## src/rtl/logo_pkg.sv

```systemverilog
// Shared constants and scan state encoding for the logo column scanner.
package logo_pkg;

  localparam int LOGO_ROWS = 38;
  localparam int LOGO_COLS = 251;
  localparam int COL_IDX_W = 10;

  typedef enum logic [2:0] {
    IDLE  = 3'd0,
    FETCH = 3'd1,
    SHIFT = 3'd2,
    LATCH = 3'd3,
    HOLD  = 3'd4,
    NEXT  = 3'd5
  } scan_state_t;

endpackage

```

## src/rtl/logo_column_scanner_ser_bit_timer.sv

```systemverilog
// Half-period timer for the LED chain shift clock; owns the ser_clk level and
// strobes the last cycle of each low (tick_rise) and high (tick_fall) half.
module ser_bit_timer #(
  parameter int CLK_DIV = 4
) (
  input  logic clk,
  input  logic rst,
  input  logic run_i,
  input  logic shift_i,
  output logic ser_clk_o,
  output logic tick_rise_o,
  output logic tick_fall_o
);

  localparam int DIV_W = (CLK_DIV < 2) ? 1 : $clog2(CLK_DIV);
  localparam logic [DIV_W-1:0] RELOAD = DIV_W'(CLK_DIV - 1);

  logic [DIV_W-1:0] cnt_q, cnt_d;
  logic             phase_q, phase_d;
  logic             term;

  assign term = (cnt_q == '0);

  // The level only toggles while shifting, so LATCH times a low half without a pulse.
  always_comb begin
    cnt_d   = RELOAD;
    phase_d = 1'b0;
    if (run_i) begin
      cnt_d = term ? RELOAD : cnt_q - DIV_W'(1);
      if (shift_i) phase_d = term ? ~phase_q : phase_q;
    end
  end

  always_ff @(posedge clk or posedge rst) begin
    if (rst) begin
      cnt_q   <= '0;
      phase_q <= 1'b0;
    end else begin
      cnt_q   <= cnt_d;
      phase_q <= phase_d;
    end
  end

  assign ser_clk_o   = phase_q;
  assign tick_rise_o = run_i & term & ~phase_q;
  assign tick_fall_o = run_i & term & phase_q;

endmodule

```

## src/rtl/logo_column_scanner.sv

```systemverilog
// Steps the logo ROM column index and shifts each column into the LED chain.
// Optional LOGO_SCROLL_EN adds a per-frame column offset (one-column scroll).
module logo_column_scanner
  import logo_pkg::*;
#(
  parameter int COLS        = LOGO_COLS,
  parameter int ROWS        = LOGO_ROWS,
  parameter int CLK_DIV     = 4,
  parameter int HOLD_CYCLES = 1000
) (
  input  logic                 clk,
  input  logic                 rst,
  input  logic                 enable,
  output logic [COL_IDX_W-1:0] col_idx,
  input  logic [ROWS-1:0]      col_data,
  output logic                 ser_data,
  output logic                 ser_clk,
  output logic                 ser_latch,
  output logic                 busy,
  output logic                 frame_done
);

  localparam int BIT_W  = $clog2(ROWS + 1);
  localparam int HOLD_W = (HOLD_CYCLES < 2) ? 1 : $clog2(HOLD_CYCLES);
  localparam logic [HOLD_W-1:0]    HOLD_LOAD = HOLD_W'((HOLD_CYCLES > 0) ? HOLD_CYCLES - 1 : 0);
  localparam logic [COL_IDX_W-1:0] LAST_COL  = COL_IDX_W'(COLS - 1);

  if (COLS < 1 || COLS > (1 << COL_IDX_W)) begin : g_cols_chk
    $error("logo_column_scanner: COLS must be in 1..1024");
  end
  if (CLK_DIV < 1) begin : g_div_chk
    $error("logo_column_scanner: CLK_DIV must be at least 1");
  end

  scan_state_t          state_q, state_d;
  logic [ROWS-1:0]      shreg_q, shreg_d;
  logic [BIT_W-1:0]     bit_q, bit_d;
  logic [HOLD_W-1:0]    hold_q, hold_d;
  logic [COL_IDX_W-1:0] col_q, col_d;
  logic [COL_IDX_W-1:0] col_idx_q, col_idx_d;
  logic                 busy_q, latch_q, fd_q;
  logic                 tick_rise, tick_fall;

  ser_bit_timer #(.CLK_DIV(CLK_DIV)) u_timer (
    .clk        (clk),
    .rst        (rst),
    .run_i      ((state_q == SHIFT) || (state_q == LATCH)),
    .shift_i    (state_q == SHIFT),
    .ser_clk_o  (ser_clk),
    .tick_rise_o(tick_rise),
    .tick_fall_o(tick_fall)
  );

  always_comb begin
    state_d = state_q;
    shreg_d = shreg_q;
    bit_d   = bit_q;
    hold_d  = hold_q;
    col_d   = col_q;
    case (state_q)
      IDLE:  if (enable) state_d = FETCH;
      FETCH: begin
        shreg_d = col_data;
        bit_d   = BIT_W'(ROWS);
        state_d = SHIFT;
      end
      SHIFT: if (tick_fall) begin
        shreg_d = {shreg_q[ROWS-2:0], 1'b0};
        bit_d   = bit_q - BIT_W'(1);
        if (bit_q == BIT_W'(1)) state_d = LATCH;
      end
      LATCH: if (tick_rise) begin
        if (HOLD_CYCLES == 0) begin
          state_d = NEXT;
        end else begin
          state_d = HOLD;
          hold_d  = HOLD_LOAD;
        end
      end
      HOLD: begin
        if (hold_q == '0) state_d = NEXT;
        else              hold_d  = hold_q - HOLD_W'(1);
      end
      NEXT: begin
        col_d   = (col_q == LAST_COL) ? '0 : col_q + COL_IDX_W'(1);
        state_d = enable ? FETCH : IDLE;
      end
      default: state_d = IDLE;
    endcase
  end

`ifdef LOGO_SCROLL_EN
  logic [COL_IDX_W-1:0] off_q, off_d;
  logic [COL_IDX_W:0]   sum;

  always_comb begin
    off_d = off_q;
    if (state_q == NEXT && col_q == LAST_COL)
      off_d = (off_q == LAST_COL) ? '0 : off_q + COL_IDX_W'(1);
  end

  // Both operands are below COLS, so a single conditional subtract wraps the sum.
  assign sum       = {1'b0, col_d} + {1'b0, off_d};
  assign col_idx_d = (sum >= (COL_IDX_W+1)'(COLS)) ? COL_IDX_W'(sum - (COL_IDX_W+1)'(COLS))
                                                   : sum[COL_IDX_W-1:0];

  always_ff @(posedge clk or posedge rst) begin
    if (rst) off_q <= '0;
    else     off_q <= off_d;
  end
`else
  assign col_idx_d = col_d;
`endif

  always_ff @(posedge clk or posedge rst) begin
    if (rst) begin
      state_q   <= IDLE;
      shreg_q   <= '0;
      bit_q     <= '0;
      hold_q    <= '0;
      col_q     <= '0;
      col_idx_q <= '0;
      busy_q    <= 1'b0;
      latch_q   <= 1'b0;
      fd_q      <= 1'b0;
    end else begin
      state_q   <= state_d;
      shreg_q   <= shreg_d;
      bit_q     <= bit_d;
      hold_q    <= hold_d;
      col_q     <= col_d;
      col_idx_q <= col_idx_d;
      busy_q    <= (state_d != IDLE);
      latch_q   <= (state_d == LATCH);
      fd_q      <= (state_d == NEXT) && (col_q == LAST_COL);
    end
  end

  // Shifted-out bits are zero-filled, so ser_data rests low outside SHIFT.
  assign ser_data   = shreg_q[ROWS-1];
  assign col_idx    = col_idx_q;
  assign ser_latch  = latch_q;
  assign busy       = busy_q;
  assign frame_done = fd_q;

endmodule
```

## config.mk

```make
export PLATFORM = sky130hd
export DESIGN_NAME = logo_column_scanner
export DESIGN_NICKNAME = d
export VERILOG_FILES = /design/src/rtl/logo_pkg.sv /design/src/rtl/logo_column_scanner_ser_bit_timer.sv /design/src/rtl/logo_column_scanner.sv
export SDC_FILE = /design/constraint.sdc
export NUM_CORES = 1
export LEC_CHECK = 0
export CAP_MARGIN = 20
export CORE_MARGIN = 2
export CORE_UTILIZATION = 30
export CTS_CLUSTER_DIAMETER = 150
export DETAILED_ROUTE_END_ITERATION = 10
export GPL_ROUTABILITY_DRIVEN = 1
export MAX_ROUTING_LAYER = met4
export PLACE_DENSITY = 0.61
export SLEW_MARGIN = 20
export SYNTH_ARGS = -nofsm -noshare
export SYNTH_HDL_FRONTEND = slang
export SYNTH_SLANG_ARGS = --single-unit
```

## constraint.sdc

```tcl
create_clock -name clk -period 3.1 [get_ports clk]
set_clock_uncertainty 0.2 [all_clocks]
set_input_delay 0.31 -clock clk [delete_from_list [all_inputs] [get_ports clk]]
set_output_delay 0.31 -clock clk [all_outputs]
set_load 0.01 [all_outputs]
```

==> key figures <==
Synthesis
  • Post-synth EDFFs: 0
  • Ys Warns: 0
  • Post-Synth XOR/XNOR Area: 2.43%
  • Cell Area, Synth: 0.00361 mm²
  • Top FF cell, synth: dfrtp_1
  • Compound-Gate Fraction of Synth Area: 12.7%
  • Post-synthesis adder-cell area fraction: 2.43%
  • Syn Inst Count: 356
  • Simple-gate share of the synthesized area: 17.3%
  • Main combinational cell family by area after synthesis: simple AND/OR/NAND/NOR gates
  • Syn_nets: 404
  • Synth async-reset ratio: 100%
  • Mux cell area share after synthesis: 10.5%
  • FF+latch count, synth: 73
  • Sequential fraction of the synthesis area: 50.7%
  • Syn Area/Cell: 10.1 µm²
  • Synth unique cells: 49

Power
  • VDD IR-drop max: 0.250 mV
  • Switching power total: 440 µW
  • Switching Fraction: 20.8%
  • Reg power frac: 46.6%
  • P_int: 1.67 mW
  • Logic pwr share: 4.9%
  • P_leak: 2.27 nW
  • Power per cell area: 460 mW/mm²
  • Clock power share: 48.5%

Floorplan
  • Die span in x: 114 µm
  • Core ar.: 0.0119 mm²
  • Top Ports: 56
  • Die area: 0.0129 mm²
  • Num rows: 40
  • Starting Density: 30.4%
  • Die Height: 114 µm

Clock network
  • H-tree levels: 3
  • Clk pin slew, worst setup/hold paths: 60 ps
  • CTS tree: done
  • Root buffer cell: clkbuf_16
  • Bufs on Longest Clock Path: 2
  • Cts bufs inserted: 9
  • Skew-Pair Late Insertion Delay: 330 ps
  • Hold Buf Count CTS: 0
  • # clock sinks: 73
  • CTS-repair resized insts: 0
  • Setup bufs post-CTS: 0

Place
  • I/O Buffers: 55
  • HPWL reported at the end of detailed placement: 5050 µm
  • Setup WS pre-CTS: 836 ps
  • Placed Area: 0.00430 mm²
  • Routability Congestion: 0.850

Timing
  • Max Fclk: 436 MHz
  • Measured slew at the worst slew-check pin: 705 ps
  • Count of final hold-check violations: 0
  • Min cycle time layout: 2290 ps
  • Fin Setup TNS: 0 ps
  • Setup ws final: 805 ps
  • RSZ-0062 raised after global routing: no
  • Finish-stage setup viols: 0
  • Slew headroom: 52.9%
  • Final Max Slew Viols: 0
  • Final period util: 74.0%

Worst setup path
  • Buf/Inv on CP: 1
  • Crit Path Max Fanout: 9
  • Worst Setup End Kind: register
  • R2R Setup Slk: 810 ps
  • WP data arrival: 2340 ps
  • Critical path depth: 6
  • CP Class: register to register
  • Slowest cell on the critical path: nor3b_1
  • Max stage delay on crit path: 600 ps
  • Worst Path Required: 3150 ps
  • Reg2Reg Depth: 6
  • Reg2Reg Capture Point: hold_q[6]
  • Worst r2r src: hold_q[0]
  • Delay-heaviest family, CP: simple AND/OR/NAND/NOR gates
  • Crit-path cells: inv_1 -> ha_1 -> nor3b_1 -> a31oi_2 -> and4_1 -> o21ai_0
  • Nature of the critical path startpoint: register

Route
  • Residual DRC: 0
  • Drt total wl: 7390 µm
  • DRT antenna net count: 0
  • Initial DRC Count: 110
  • Detailed Routing Iterations Pass 1: 4
  • Total number of vias: 2681
  • Vias per inst: 4.80
  • Detailed-route wire length per cell: 13.2 µm

Hold path
  • HP Class: input port to asynchronous set/reset pin

Cells and area
  • Syn-to-layout area delta: 27.5%
  • Most frequent cells in the layout: dfrtp_1, clkdlybuf4s50_1, nand2_1
  • Nets: 455
  • Fillcell total: 1126
  • Post-Layout Inst Area: 0.00460 mm²
  • Fin util: 38.8%
  • Antenna Cells: 0
  • Most common cell after layout, fill and taps aside: dfrtp_1
  • Proportion of layout cells with a drive suffix above 1: 6.57%

GRT
  • Met1 Resource Use GR: 15.9%
  • First-pass GRT wire length: 12500 µm
  • Met3 usage: 2.07%
  • Met2 global-route usage: 19.1%
  • Vias in the first global route: 2603
  • GR peak layer: met2
  • Remaining Overflow, GRT: 0
  • Largest net degree at the start of global routing: 68
  • Overall routing resource usage: 12.4%
  • Initial antenna violation count: 0

Status
  • Status: completed

Run
  • Max-cap violations: 0
state kept, by name, indices dropped and copies added, names as in the netlist:
register / flops
bit_q: 6
ser_latch: 1
u_timer.ser_clk_o: 1
state_q: 3
busy: 1
hold_q: 10
shreg_q: 38
frame_done: 1
u_timer.cnt_q: 2
col_idx: 10
synthesized netlist by cell type (7+ instances only):
| cell | instances | area, µm² |
|---|---|---|
| ha_1 | 7 | 87.6 |
| xnor2_1 | 7 | 61.3 |
| nand3_1 | 7 | 35.0 |
| dfrtp_1 | 73 | 1830 |
| nor3_1 | 9 | 45.0 |
| nand4_1 | 7 | 43.8 |
| clkbuf_1 | 10 | 37.5 |
| o21ai_0 | 41 | 205 |
| a21oi_1 | 7 | 35.0 |
| inv_1 | 14 | 52.6 |
| nor2_1 | 19 | 71.3 |
| mux2i_1 | 38 | 380 |
| nand2_1 | 48 | 180 |
area by class of cell:
cell class                 count  area [µm²]  share of cell area [%]
clock buffer                  10         239                    5.20
timing repair buffer          59         593                    12.9
multi-input combinational    250        1650                    35.8
inverter                      14        52.6                    1.14
sequential                    73        1830                    39.7
clock inverter                 5        56.3                    1.22
tap                          147         184                    4.00
worst register-to-register path: stages (launching register included):
cell and delay, ps:
dfrtp_1 410, inv_1 90, ha_1 170, nor3b_1 600
a31oi_2 310, and4_1 300, o21ai_0 140
power by group through the flow:
stage	Combinational, mW	Sequential [mW]	Clock [mW]
5_1_grt	0.117	0.988	1.10
6_report	0.103	0.986	1.03
4_1_cts	0.106	0.986	1.06
2_1_floorplan	0.0387	1.00	0
3_3_place_gp	0.104	1.00	0
3_5_place_dp	0.105	1.00	0
per-stage QoR:
step | power, mW | hold WS [ps] | instances
final | 2.11 | 102 | 558
after global routing | 2.21 | 164 | 558
after floorplan | 1.04 | 250 | 356
after detailed placement | 1.11 | 271 | 543
after CTS | 2.15 | 113 | 558
after global placement | 1.11 | 261 | 543
how the worst max path moves through the flow:
| stage | from | endpoint |
|---|---|---|
| floorplan | rst | bit_q[0] |
| global placement | state_q[2] | hold_q[7] |
| detailed placement | state_q[2] | hold_q[7] |
| CTS | state_q[2] | hold_q[7] |
| global route | hold_q[0] | hold_q[6] |
| finish | hold_q[0] | hold_q[6] |
kinds of logic after synthesis:
family,count (synthesis)
mux,38
xor+xnor,10
fa+ha+maj,7
compound gates,73
simple gates,122
buf+inv,33
flops,73
per-layer routing:
layer,share of wire [%],routed length (µm)
met1,48,3550
met2,47,3490
met3,2.7,197
met4,2.2,160
met5,0,0
Power figures use the tool's default switching activity.
